--- src/rtl/score_keeper.sv ---
// Game-state and scoring engine for the scoreboard renderer: IDLE/PLAY/OVER sequencing,
// saturating 4-digit BCD score with combo multiplier, combo counter and BCD countdown.
`timescale 1ns/1ps

module score_keeper #(
  parameter int unsigned CLK_HZ       = 50_000_000,
  parameter logic [7:0]  GAME_SECONDS = 8'h60
) (
  input  logic       Clk,
  input  logic       Reset,
  input  logic       start,
  input  logic       hit,
  input  logic       miss,
  output logic [3:0] score0,
  output logic [3:0] score1,
  output logic [3:0] score2,
  output logic [3:0] score3,
  output logic [9:0] combo_count,
  output logic [7:0] time_left,
  output logic       game_over,
  output logic       game_menu
);

  localparam int unsigned TW = (CLK_HZ > 1) ? $clog2(CLK_HZ) : 1;
  localparam logic [TW-1:0] TICK_MAX = TW'(CLK_HZ - 1);
  localparam logic [9:0] COMBO_MAX = 10'd999;

  typedef enum logic [1:0] {S_IDLE, S_PLAY, S_OVER} state_t;

  state_t          r_state, w_state_nxt;
  logic [3:0][3:0] r_score, w_score_nxt, w_score_inc;
  logic [9:0]      r_combo, w_combo_nxt;
  logic [7:0]      r_time, w_time_nxt, w_time_dec;
  logic [TW-1:0]   r_tick, w_tick_nxt;
  logic            r_over, r_menu;
  logic [2:0]      w_mult;
  logic [4:0]      w_sum;
  logic [3:0]      w_carry;
  logic            w_inc_ovf;
  logic            w_tick;

  // NOTE: state is updated with non-blocking assignments so every flop samples pre-edge values.
  always_ff @(posedge Clk or posedge Reset) begin
    if (Reset) begin
      r_state <= S_IDLE;
      r_score <= '0;
      r_combo <= '0;
      r_time  <= GAME_SECONDS;
      r_tick  <= '0;
      r_over  <= 1'b0;
      r_menu  <= 1'b1;
    end else begin
      r_state <= w_state_nxt;
      r_score <= w_score_nxt;
      r_combo <= w_combo_nxt;
      r_time  <= w_time_nxt;
      r_tick  <= w_tick_nxt;
      r_over  <= (w_state_nxt == S_OVER);
      r_menu  <= (w_state_nxt == S_IDLE);
    end
  end

  // Multiplier bands match the renderer's multiplier glyph.
  always_comb begin
    if (r_combo <= 10'd5)       w_mult = 3'd1;
    else if (r_combo <= 10'd13) w_mult = 3'd2;
    else if (r_combo <= 10'd24) w_mult = 3'd3;
    else if (r_combo <= 10'd38) w_mult = 3'd4;
    else                        w_mult = 3'd5;
  end

  // Single-cycle ripple BCD add; a carry out of the thousands digit means saturation.
  always_comb begin
    w_carry     = {1'b0, w_mult};
    w_sum       = '0;
    w_score_inc = '0;
    for (int i = 0; i < 4; i++) begin
      w_sum = {1'b0, r_score[i]} + {1'b0, w_carry};
      if (w_sum > 5'd9) begin
        w_score_inc[i] = w_sum[3:0] - 4'd10;
        w_carry        = 4'd1;
      end else begin
        w_score_inc[i] = w_sum[3:0];
        w_carry        = 4'd0;
      end
    end
    w_inc_ovf = (w_carry != 4'd0);
  end

  assign w_time_dec = (r_time[3:0] == 4'd0) ? {r_time[7:4] - 4'd1, 4'd9}
                                            : {r_time[7:4], r_time[3:0] - 4'd1};
  assign w_tick     = (r_tick == TICK_MAX);

  // NOTE: every signal gets its hold value first so no branch can infer a latch.
  always_comb begin
    w_state_nxt = r_state;
    w_score_nxt = r_score;
    w_combo_nxt = r_combo;
    w_time_nxt  = r_time;
    w_tick_nxt  = r_tick;
    unique case (r_state)
      S_IDLE: begin
        if (start) begin
          w_state_nxt = S_PLAY;
          w_score_nxt = '0;
          w_combo_nxt = '0;
          w_time_nxt  = GAME_SECONDS;
          w_tick_nxt  = '0;
        end
      end
      S_PLAY: begin
        if (miss) begin
          w_combo_nxt = '0;
        end else if (hit) begin
          w_score_nxt = w_inc_ovf ? {4{4'd9}} : w_score_inc;
          w_combo_nxt = (r_combo == COMBO_MAX) ? r_combo : r_combo + 10'd1;
        end
        if (w_tick) begin
          w_tick_nxt = '0;
          w_time_nxt = w_time_dec;
          if (w_time_dec == 8'h00) w_state_nxt = S_OVER;
        end else begin
          w_tick_nxt = r_tick + 1'b1;
        end
      end
      S_OVER: begin
        if (start) w_state_nxt = S_IDLE;
      end
      default: w_state_nxt = S_IDLE;
    endcase
  end

  assign score0      = r_score[0];
  assign score1      = r_score[1];
  assign score2      = r_score[2];
  assign score3      = r_score[3];
  assign combo_count = r_combo;
  assign time_left   = r_time;
  assign game_over   = r_over;
  assign game_menu   = r_menu;

endmodule
--- config.mk ---
export PLATFORM = sky130hd
export DESIGN_NAME = score_keeper
export DESIGN_NICKNAME = d
export VERILOG_FILES = /design/src/rtl/score_keeper.sv
export SDC_FILE = /design/constraint.sdc
export NUM_CORES = 1
export LEC_CHECK = 0
export BUFFER_PORTS_ARGS = -buffer_cell sky130_fd_sc_hd__clkbuf_2
export CAP_MARGIN = 20
export CORE_ASPECT_RATIO = 1.5
export CORE_MARGIN = 2
export CORE_UTILIZATION = 50
export CTS_CLUSTER_SIZE = 30
export DETAILED_ROUTE_END_ITERATION = 12
export PLACE_DENSITY = 0.69
export SYNTH_ARGS = -nofsm -noshare
export SYNTH_HDL_FRONTEND = slang
export SYNTH_SLANG_ARGS = --single-unit
export TNS_END_PERCENT = 100
--- constraint.sdc ---
create_clock -name Clk -period 7.2 [get_ports Clk]
set_input_delay 1.44 -clock Clk [delete_from_list [all_inputs] [get_ports Clk]]
set_output_delay 1.44 -clock Clk [all_outputs]
set_load 0.01 [all_outputs]
==> out/results.tsv, run 1 <==
metric	value	unit
die area	0.00930	sq mm
largest net degree at the start of global routing	65	
most frequent cells after synthesis	dfrtp_1, nand2_1, nor2_1	
dpl ws	0.290	ns
Reg2Reg Setup Slack	0.52	ns
placed inst area	0.00451	sq mm
Die Wd	79.4	um
Yosys cell types	74	
Worst slew margin	0.438	
post-route clock period utilization	0.927	
GPL Wtd Cong	0.863	
CORE AREA	0.00836	sq mm
number of DRC markers in iteration 0	227	
post-synthesis mux area share	0.0120	
# setup viols final	0	
DRC viols	0	
Mapped Avg Cell Area	8.86	sq um
complex-gate fraction of the synthesized area	0.209	
TritonCTS clock tree	done	
Total GRT Usage	0.235	
via count	3725	
Worst Setup Start Kind	flop	
Slew Limit Fails	0	
flops & latches, synth	64	
Num Clock Sinks	64	
Max VDD drop	0.167	mV
CP Launch Point	combo_count[8]	
pwr/cell area	257	mW/mm^2
vias per cell	5.97	
max cap viols	0	
worst-path maximum fanout	10	
# nets final	536	
reg-to-reg critical path startpoint	combo_count[8]	
most common cell in the netlist	dfrtp_1	
sequential share of the synthesized area	0.377	
area leader, netlist	dfrtp_1	
main area contributors after synthesis	dfrtp_1, ha_1, nand2_1, nor2_1, o21ai_0	
hold path start	r_tick[25]	
CP Data Arrival Time	6.87	ns
total iterations of the first detailed-routing run	4	
Core Util, Final	0.577	
I/O pin total	41	
Post-synth EDFFs	0	
worst skew pair latency	0.33	ns
gr ovfl total	0	
initial antenna violation count	0	
dpl cells	608	
DR WL/cell	16.1	um
clock skew	0.00698	ns
vias in the first global route	3589	
FF-to-FF path depth	25	
DP Wirelength	7020	um
Finished Cell Area	0.00482	sq mm
Fin. Hold Viols	0	
remaining antenna violation count	0	
post-synth top area share	0.358	
total power	1.24	mW
layout cells sized above 1	0.164	
DRT Wirelength	10000	um
CTS Buf Count	9	
Reg clk slew, reported paths	0.05	ns
post-route insts no fill	624	
adder-cell area share of the yosys netlist	0.0575	
CTS Hold Bufs	0	
RSZ-0062 raised after global routing	no	
die height	117	um
WP data required	7.39	ns
Fin Hold WS	0.489	ns
Area growth syn-to-layout	13.1	%
leading register cell type out of synthesis	dfrtp_1	
filler cell count	750	
R2R Path End	score2[3]	
Setup Buffers After CTS	0	
clk buf depth	2	
asr flop ratio synth	1.00	
synth warn	0	
Final Worst Setup Slack	0.523	ns
Resize count post-CTS	0	
Setup CP Type	reg2reg	
Fin Setup TNS	0	ns
initial core utilization	0.510	
synthesized area	0.00426	sq mm
H-tree depth	3	
main combinational cell family by area after synthesis	simple AND/OR/NAND/NOR gates	
Post-Synthesis Cells	481	
total nets after synthesis	505	
clk root buf	clkbuf_16	
Worst setup EP type	flop	
HP Class	reg2reg	
Leakage Power	2.20	nW
number of port buffers	40	
status	finished, final reports clean	
fin crit period	6.68	ns
Post-Synth XOR/XNOR Area	0.0431	
first-pass GRT wire length	17100	um
site row count	41	
worst slew pin tran	0.843	ns
Max Fclk	150	MHz
Post-Synth Simple-Gate Area	0.255	
n_diodes	0	
Setup crit end	score2[3]	
## flip-flops by register name (all words and copies together) (netlist names)
signal	count
time_left	8
score1	4
game_menu	1
r_state	2
r_tick	26
score2	4
combo_count	10
score3	4
score0	4
game_over	1
## power by group
group / leakage (nW) / switching (mW) / internal [mW]
Clock: 0.137 / 0.147 / 0.262
Combinational: 1.23 / 0.186 / 0.144
Sequential: 0.831 / 0.0833 / 0.416
## logic make-up (layout without fill, tap and decap cells)
family,after synthesis,in the layout
AO/OA/AOI/OAI,131,131
XOR/XNOR,21,21
adder cells (fa/ha/maj),19,19
buffers and inverters,45,81
flip-flops,64,64
multiplexers,5,5
AND/OR/NAND/NOR,196,196
## per-layer routing
metal | track usage | part of all wire | up-vias
met2 | 0.417 | 0.53 | 67
met4 | 0.0908 | 0.0093 | 0
met5 | 0 | 0 | -
met1 | 0.283 | 0.43 | 1811
met3 | 0.0445 | 0.028 | 7
li1 | - | - | 1840
## worst max-delay path, cell delays in order (launching register included)
cell and delay [ns]:
dfrtp_1 0.41, or4_1 0.57, or3_1 0.38, or2_1 0.28, fa_2 0.64, inv_1 0.12
o32ai_1 0.30, a211oi_1 0.12, buf_4 0.16, ha_1 0.28, ha_4 0.36, inv_1 0.09
nand2_1 0.09, a41oi_1 0.11, a21oi_1 0.15, ha_1 0.21, ha_2 0.24, and4b_1 0.21
mux2i_1 0.17, o21a_1 0.22, ha_1 0.23, ha_1 0.26, o21a_1 0.19, o22a_1 0.33
a311oi_1 0.27, o21ai_0 0.12
## layout by cell type (no fill, tap or decap), types with 5 or more instances in the layout
cell | synthesis | final
o21a_1 | 6 | 6
a21o_1 | 5 | 5
nor4b_1 | 5 | 5
o211ai_1 | 6 | 6
xnor2_1 | 10 | 10
nand4_1 | 14 | 14
ha_1 | 18 | 16
a21oi_1 | 24 | 24
o21ai_1 | 7 | 7
nor2b_1 | 5 | 5
o21ai_0 | 30 | 30
dfrtp_1 | 61 | 60
nor2_1 | 40 | 40
xor2_1 | 11 | 11
clkbuf_16 | 0 | 9
a31oi_1 | 11 | 11
inv_1 | 20 | 19
clkbuf_2 | 1 | 40
nand2_1 | 46 | 46
buf_4 | 1 | 5
and3_1 | 9 | 9
nor4_1 | 5 | 5
nand3_1 | 18 | 18
nor3_1 | 17 | 17
## final cells by class
cell class | count | area, sq um | share of cell area
clock buffers | 16 | 282 | 0.0584
inverters | 20 | 75.1 | 0.0156
multi-input cells | 372 | 2490 | 0.516
flip-flops and latches | 64 | 1610 | 0.333
well taps | 107 | 134 | 0.0278
repair buffers | 45 | 238 | 0.0493
## worst min path at each step
stage,end,slack (ns),cells past startpoint
after floorplan,r_tick[25],0.44,1
after global placement,r_tick[25],0.46,1
after detailed placement,r_tick[25],0.48,1
after CTS,r_tick[25],0.48,1
after global routing,r_tick[25],0.51,1
final,r_tick[25],0.49,1
(Power assumes the default switching activity.)
==> inputs of run 2 (changes only) <==
--- a/config.mk
+++ b/config.mk
@@ -12,7 +12,9 @@
 export CORE_UTILIZATION = 50
 export CTS_CLUSTER_SIZE = 30
 export DETAILED_ROUTE_END_ITERATION = 12
+export GPL_ROUTABILITY_DRIVEN = 0
 export PLACE_DENSITY = 0.69
+export REMOVE_ABC_BUFFERS = 1
 export SYNTH_ARGS = -nofsm -noshare
 export SYNTH_HDL_FRONTEND = slang
 export SYNTH_SLANG_ARGS = --single-unit
==> run 2 against run 1 <==
Compared with the run above:
- sequential power is essentially flat
- sequential share of layout area grew 0.069 points
- worst setup slack gained 0.0053 ns
- via count grew 2.7%
- combinational power is essentially flat
- routed wire length grew 1.8%
- critical path depth is the same
- largest power group unchanged
- clock skew grew 0.0013 ns
- first-iteration DRC count grew 3.1%
- global-route usage shrank 0.30 points
- die area is the same
==> out/results.tsv, run 2 (synthesis gave the netlist of run 1 again) <==
metric	value	unit	change
status	finished, final reports clean		
pwr/cell area	260	mW/mm^2	+1.1%
Reg clk slew, reported paths	0.05	ns	about the same
DR WL/cell	16.4	um	+1.8%
hold path start	r_tick[25]		
HP Class	reg2reg		
Worst slew margin	0.435		-0.00288
RSZ-0062 raised after global routing	no		
dpl cells	608		unchanged
via count	3825		+2.7%
die area	0.00930	sq mm	unchanged
Max VDD drop	0.133	mV	-21%
GR Util met1	0.268		-0.0152
Fin Setup TNS	0	ns	unchanged
clock skew	0.00831	ns	+0.00133 ns
clk buf depth	2		unchanged
WP data required	7.40	ns	about the same
Total GRT Usage	0.232		-0.00304
total iterations of the first detailed-routing run	4		unchanged
clk root buf	clkbuf_16		
GR Util met3	0.0468		+0.00230
post-route insts no fill	624		unchanged
initial core utilization	0.510		unchanged
CP Launch Point	combo_count[8]		
# nets final	536		unchanged
Worst setup EP type	flop		
worst-path maximum fanout	10		unchanged
number of port buffers	40		unchanged
CTS Buf Count	9		unchanged
worst skew pair latency	0.33	ns	about the same
post-route clock period utilization	0.927		about the same
number of DRC markers in iteration 0	234		+3.1%
Setup CP Type	reg2reg		
CP Data Arrival Time	6.87	ns	about the same
Num Clock Sinks	64		unchanged
fin crit period	6.67	ns	-0.00528 ns
first-pass GRT wire length	17000	um	-0.36%
largest net degree at the start of global routing	65		unchanged
vias per cell	6.13		+2.7%
DRT Wirelength	10200	um	+1.8%
site row count	41		unchanged
GR Layer Usage met2	0.423		+0.00621
max cap viols	0		unchanged
CORE AREA	0.00836	sq mm	unchanged
DRC viols	0		unchanged
Max Fclk	150	MHz	about the same
most frequent cells in the layout	dfrtp_1, nand2_1, nor2_1, clkbuf_2, o21ai_0		
reg-to-reg critical path startpoint	combo_count[8]		
Slew Limit Fails	0		unchanged
Worst Setup Start Kind	flop		
Area growth syn-to-layout	12.8	%	
initial antenna violation count	0		unchanged
worst slew pin tran	0.848	ns	+0.00431 ns
I/O pin total	41		unchanged
remaining antenna violation count	0		unchanged
Leakage Power	2.20	nW	+0.29%
CTS Hold Bufs	0		unchanged
# setup viols final	0		unchanged
layout cells sized above 1	0.162		-0.00193
H-tree depth	3		unchanged
Fin. Hold Viols	0		unchanged
TritonCTS clock tree	done		
commonest non-fill, non-tap cell in the layout	dfrtp_1		
n_diodes	0		unchanged
Setup Buffers After CTS	0		unchanged
gr ovfl total	0		unchanged
DP Wirelength	7060	um	+0.65%
vias in the first global route	3682		+2.6%
die height	117	um	unchanged
Top reg by flops	r_tick		
max reg flops	26		unchanged
Die Wd	79.4	um	unchanged
busiest grt layer	met2		
-- run 2: cell count changes in the layout (fill, tap and decap cells not counted), sizes merged --
cell / previous run / this run
clkbuf: 56 / 52
bufinv: 0 / 1
clkinv: 0 / 3
-- run 2: layout make-up --
type | count | area (sq um)
Fill cell | 740 | 3550
Multi-Input combinational cell | 372 | 2470
Sequential cell | 64 | 1610
Timing Repair Buffer | 45 | 238
Clock buffer | 12 | 236
Tap cell | 107 | 134
Inverter | 20 | 75.1
Clock inverter | 4 | 45.0
-- run 2: power by group --
part           internal, mW  switching [mW]
logic                 0.140           0.189
registers             0.416          0.0828
clock network         0.266           0.153
total                 0.823           0.426
-- run 2: worst max-delay path, stage by stage, from the launching register on --
cell      delay (ns)
dfrtp_1         0.42
or4_1           0.56
or3_1           0.38
or2_1           0.28
fa_2            0.64
inv_1           0.12
o32ai_1         0.28
a211oi_1        0.11
buf_4           0.17
ha_1            0.28
ha_2            0.46
inv_1           0.11
nand2_1         0.09
a41oi_1         0.13
a21oi_1         0.15
ha_1            0.20
ha_1            0.28
and4b_1         0.23
mux2i_1         0.14
o21a_1          0.21
ha_1            0.22
ha_1            0.25
o21a_1          0.18
o22a_1          0.31
a311oi_1        0.25
o21ai_0         0.11
-- run 2: what timing repair did --
action,in CTS,in global routing
hold endpoints to repair,0,0
gates resized for setup,0,5
endpoints found under the setup margin,0,15
-- run 2: metrics by stage --
stage / hold WS (ns) / area (sq um) / utilization / total power, mW / setup slack [ns]
floorplan: 0.444 / 4140 / - / 0.722 / 0.819
CTS: 0.494 / 4790 / 0.573 / 1.25 / 0.220
global route: 0.527 / 4810 / 0.575 / 1.33 / 0.0281
detailed placement: 0.486 / 4510 / 0.539 / 0.823 / 0.282
global placement: 0.462 / 4510 / 0.539 / 0.814 / 0.579
finish: 0.493 / 4810 / 0.575 / 1.25 / 0.528
-- run 2: metal layers --
layer | share of wire | wire length, um | vias to the layer above
li1 | - | - | 1844
met5 | 0 | 0 | -
met3 | 0.032 | 323 | 10
met4 | 0.012 | 127 | 0
met2 | 0.54 | 5490 | 74
met1 | 0.42 | 4290 | 1897
-- run 2: worst paths after layout --
kind	end	cells past startpoint	slack, ns
setup / recovery	score1[3]	25	0.53
max in group asynchronous	r_tick[3]	3	5.29
hold reg to reg	r_tick[25]	1	0.49
min in group asynchronous	combo_count[9]	3	1.35
hold / removal	r_tick[25]	1	0.49
setup reg to reg	score1[3]	25	0.53
==> inputs of run 3 (changes only) <==
--- a/config.mk
+++ b/config.mk
@@ -8,7 +8,6 @@
 export BUFFER_PORTS_ARGS = -buffer_cell sky130_fd_sc_hd__clkbuf_2
 export CAP_MARGIN = 20
 export CORE_ASPECT_RATIO = 1.5
-export CORE_MARGIN = 2
 export CORE_UTILIZATION = 50
 export CTS_CLUSTER_SIZE = 30
 export DETAILED_ROUTE_END_ITERATION = 12
==> constraint.sdc (replaced) <==
create_clock -name Clk -period 7.2 [get_ports Clk]
set_input_delay 0.36 -clock Clk [delete_from_list [all_inputs] [get_ports Clk]]
set_output_delay 0.36 -clock Clk [all_outputs]
set_load 0.01 [all_outputs]
==> run 3 against run 2 <==
Compared with the run above:
- clock power rose by 9.8%
- utilization rose by 1.8 points
- global-route usage is 0.96 points higher
- sequential power barely moved
- clock-buffer cell count increased by 2
- non-clock buffer count down 1
==> out/results.tsv, run 3 (synthesis gave the netlist of run 1 again) <==
metric	value	unit	change
DRT Wirelength	10400	um	+1.4%
max cap viols	0		unchanged
DR WL/cell	16.7	um	+1.9%
Max VDD drop	0.165	mV	+25%
clock skew	0.00447	ns	-0.00384 ns
Area growth syn-to-layout	13.4	%	
CTS Buf Count	9		unchanged
worst skew pair latency	0.33	ns	about the same
vias per cell	6.14		+0.22%
vias in the first global route	3557		-3.4%
placed inst area	0.00450	sq mm	-0.22%
n_diodes	0		unchanged
HP Class	in2async		
initial core utilization	0.523		+0.0127
Total GRT Usage	0.242		+0.00962
Reg clk slew, reported paths	0.05	ns	about the same
CORE AREA	0.00816	sq mm	-2.4%
number of port buffers	40		unchanged
H-tree depth	3		unchanged
Max Fclk	150	MHz	-0.20%
clk buf depth	2		unchanged
total iterations of the first detailed-routing run	5		+1
# nets final	535		-0.19%
clk root buf	clkbuf_16		
Leakage Power	2.20	nW	about the same
Slew Limit Fails	0		unchanged
WP data required	7.39	ns	about the same
Final Worst Setup Slack	0.515	ns	-0.0132 ns
number of DRC markers in iteration 0	288		+23%
Fin. Hold Viols	0		unchanged
register area	0.00161	sq mm	unchanged
layout cells sized above 1	0.167		+0.00419
Worst Setup Start Kind	flop		
Num Clock Sinks	64		unchanged
remaining antenna violation count	0		unchanged
die area	0.00891	sq mm	-4.2%
via count	3815		-0.26%
Setup CP Type	reg2reg		
fin crit period	6.69	ns	+0.0132 ns
commonest non-fill, non-tap cell in the layout	dfrtp_1		
DRC viols	0		unchanged
TritonCTS clock tree	done		
# setup viols final	0		unchanged
post-route clock period utilization	0.928		+0.00184
largest stage delay on the critical path	0.62	ns	-0.02 ns
Die Wd	77.4	um	-2.5%
dpl ws	0.250	ns	-0.0321 ns
pwr/cell area	267	mW/mm^2	+2.7%
max reg flops	26		unchanged
Finished Cell Area	0.00483	sq mm	+0.55%
I/O pin total	41		unchanged
first-pass GRT wire length	16900	um	-1.0%
worst-path maximum fanout	10		unchanged
die height	115	um	-1.7%
Worst slew margin	0.302		-0.132
DP Wirelength	7160	um	+1.3%
largest net degree at the start of global routing	65		unchanged
most frequent cells in the layout	dfrtp_1, nand2_1, nor2_1, clkbuf_2, o21ai_0		
status	finished, final reports clean		
gr ovfl total	0		unchanged
CP Data Arrival Time	6.87	ns	about the same
Critical-path top delay cell	fa_2		
worst slew pin tran	1.04	ns	+0.197 ns
Multi-input gate area	0.00247	sq mm	about the same
site row count	40		-2.4%
Top reg by flops	r_tick		
Worst setup EP type	flop		
filler cell count	733		-0.95%
initial antenna violation count	0		unchanged
Most Frequent Cell on Critical Path	ha_1		
-- run 3: critical path: cells and delay by family, from the launching register on --
kind                       cells  cell delay [ns]
and+or+nand+nor                4             0.58
AOI/OAI and AO/OA             11             1.99
muxes                          1             0.14
xor gates and xnor gates       1             0.15
buffers and inverters          5             0.57
adders and majority gates      9             2.67
DFF                            1             0.45
-- run 3: routing by layer --
metal | global-route usage | vias to the layer above | share of wire
met3 | 0.0317 | 22 | 0.033
met2 | 0.433 | 95 | 0.53
met5 | 0 | - | 0
li1 | - | 1834 | -
met1 | 0.278 | 1864 | 0.41
met4 | 0.133 | 0 | 0.027
-- run 3: area by class of cell --
| cell class | count | share of cell area |
|---|---|---|
| clock buffer | 14 | 0.0587 |
| clock inverter | 2 | 0.00725 |
| inverter | 20 | 0.0155 |
| multi-input combinational | 372 | 0.512 |
| sequential | 64 | 0.332 |
| tap | 105 | 0.0272 |
| timing repair buffer | 44 | 0.0476 |
-- run 3: per-stage QoR --
stage,setup TNS (ns),total power [mW],util,std cells,hold WS (ns)
2_1_floorplan,0,0.722,-,456,0.444
3_3_place_gp,0,0.813,0.552,605,0.460
3_5_place_dp,0,0.824,0.552,605,0.471
4_1_cts,0,1.29,0.591,621,0.290
5_1_grt,-0.0196,1.36,0.593,621,0.324
6_report,0,1.29,0.593,621,0.240
-- run 3: path summary, 6_finish.rpt --
kind	from	endpoint	slack, ns	depth (start not counted)
min in group Clk	start	game_menu	0.36	3
hold reg to reg	r_tick[25]	r_tick[25]	0.49	1
setup / recovery	combo_count[0]	score1[3]	0.51	31
setup reg to reg	combo_count[0]	score1[3]	0.51	31
max in group asynchronous	Reset	r_state[0]	6.39	3
hold / removal	Reset	score0[2]	0.24	3
-- run 3: timing repair --
action,in CTS,in global routing
gates resized for setup,0,6
buffers inserted,0,0
endpoints found under the setup margin,0,15
hold buffers,0,0
-- run 3: power by group --
group,leakage [nW],internal (mW),switching (mW),total [mW]
sequential,0.832,0.416,0.0821,0.498
clock,0.159,0.305,0.156,0.461
combinational,1.21,0.141,0.189,0.330
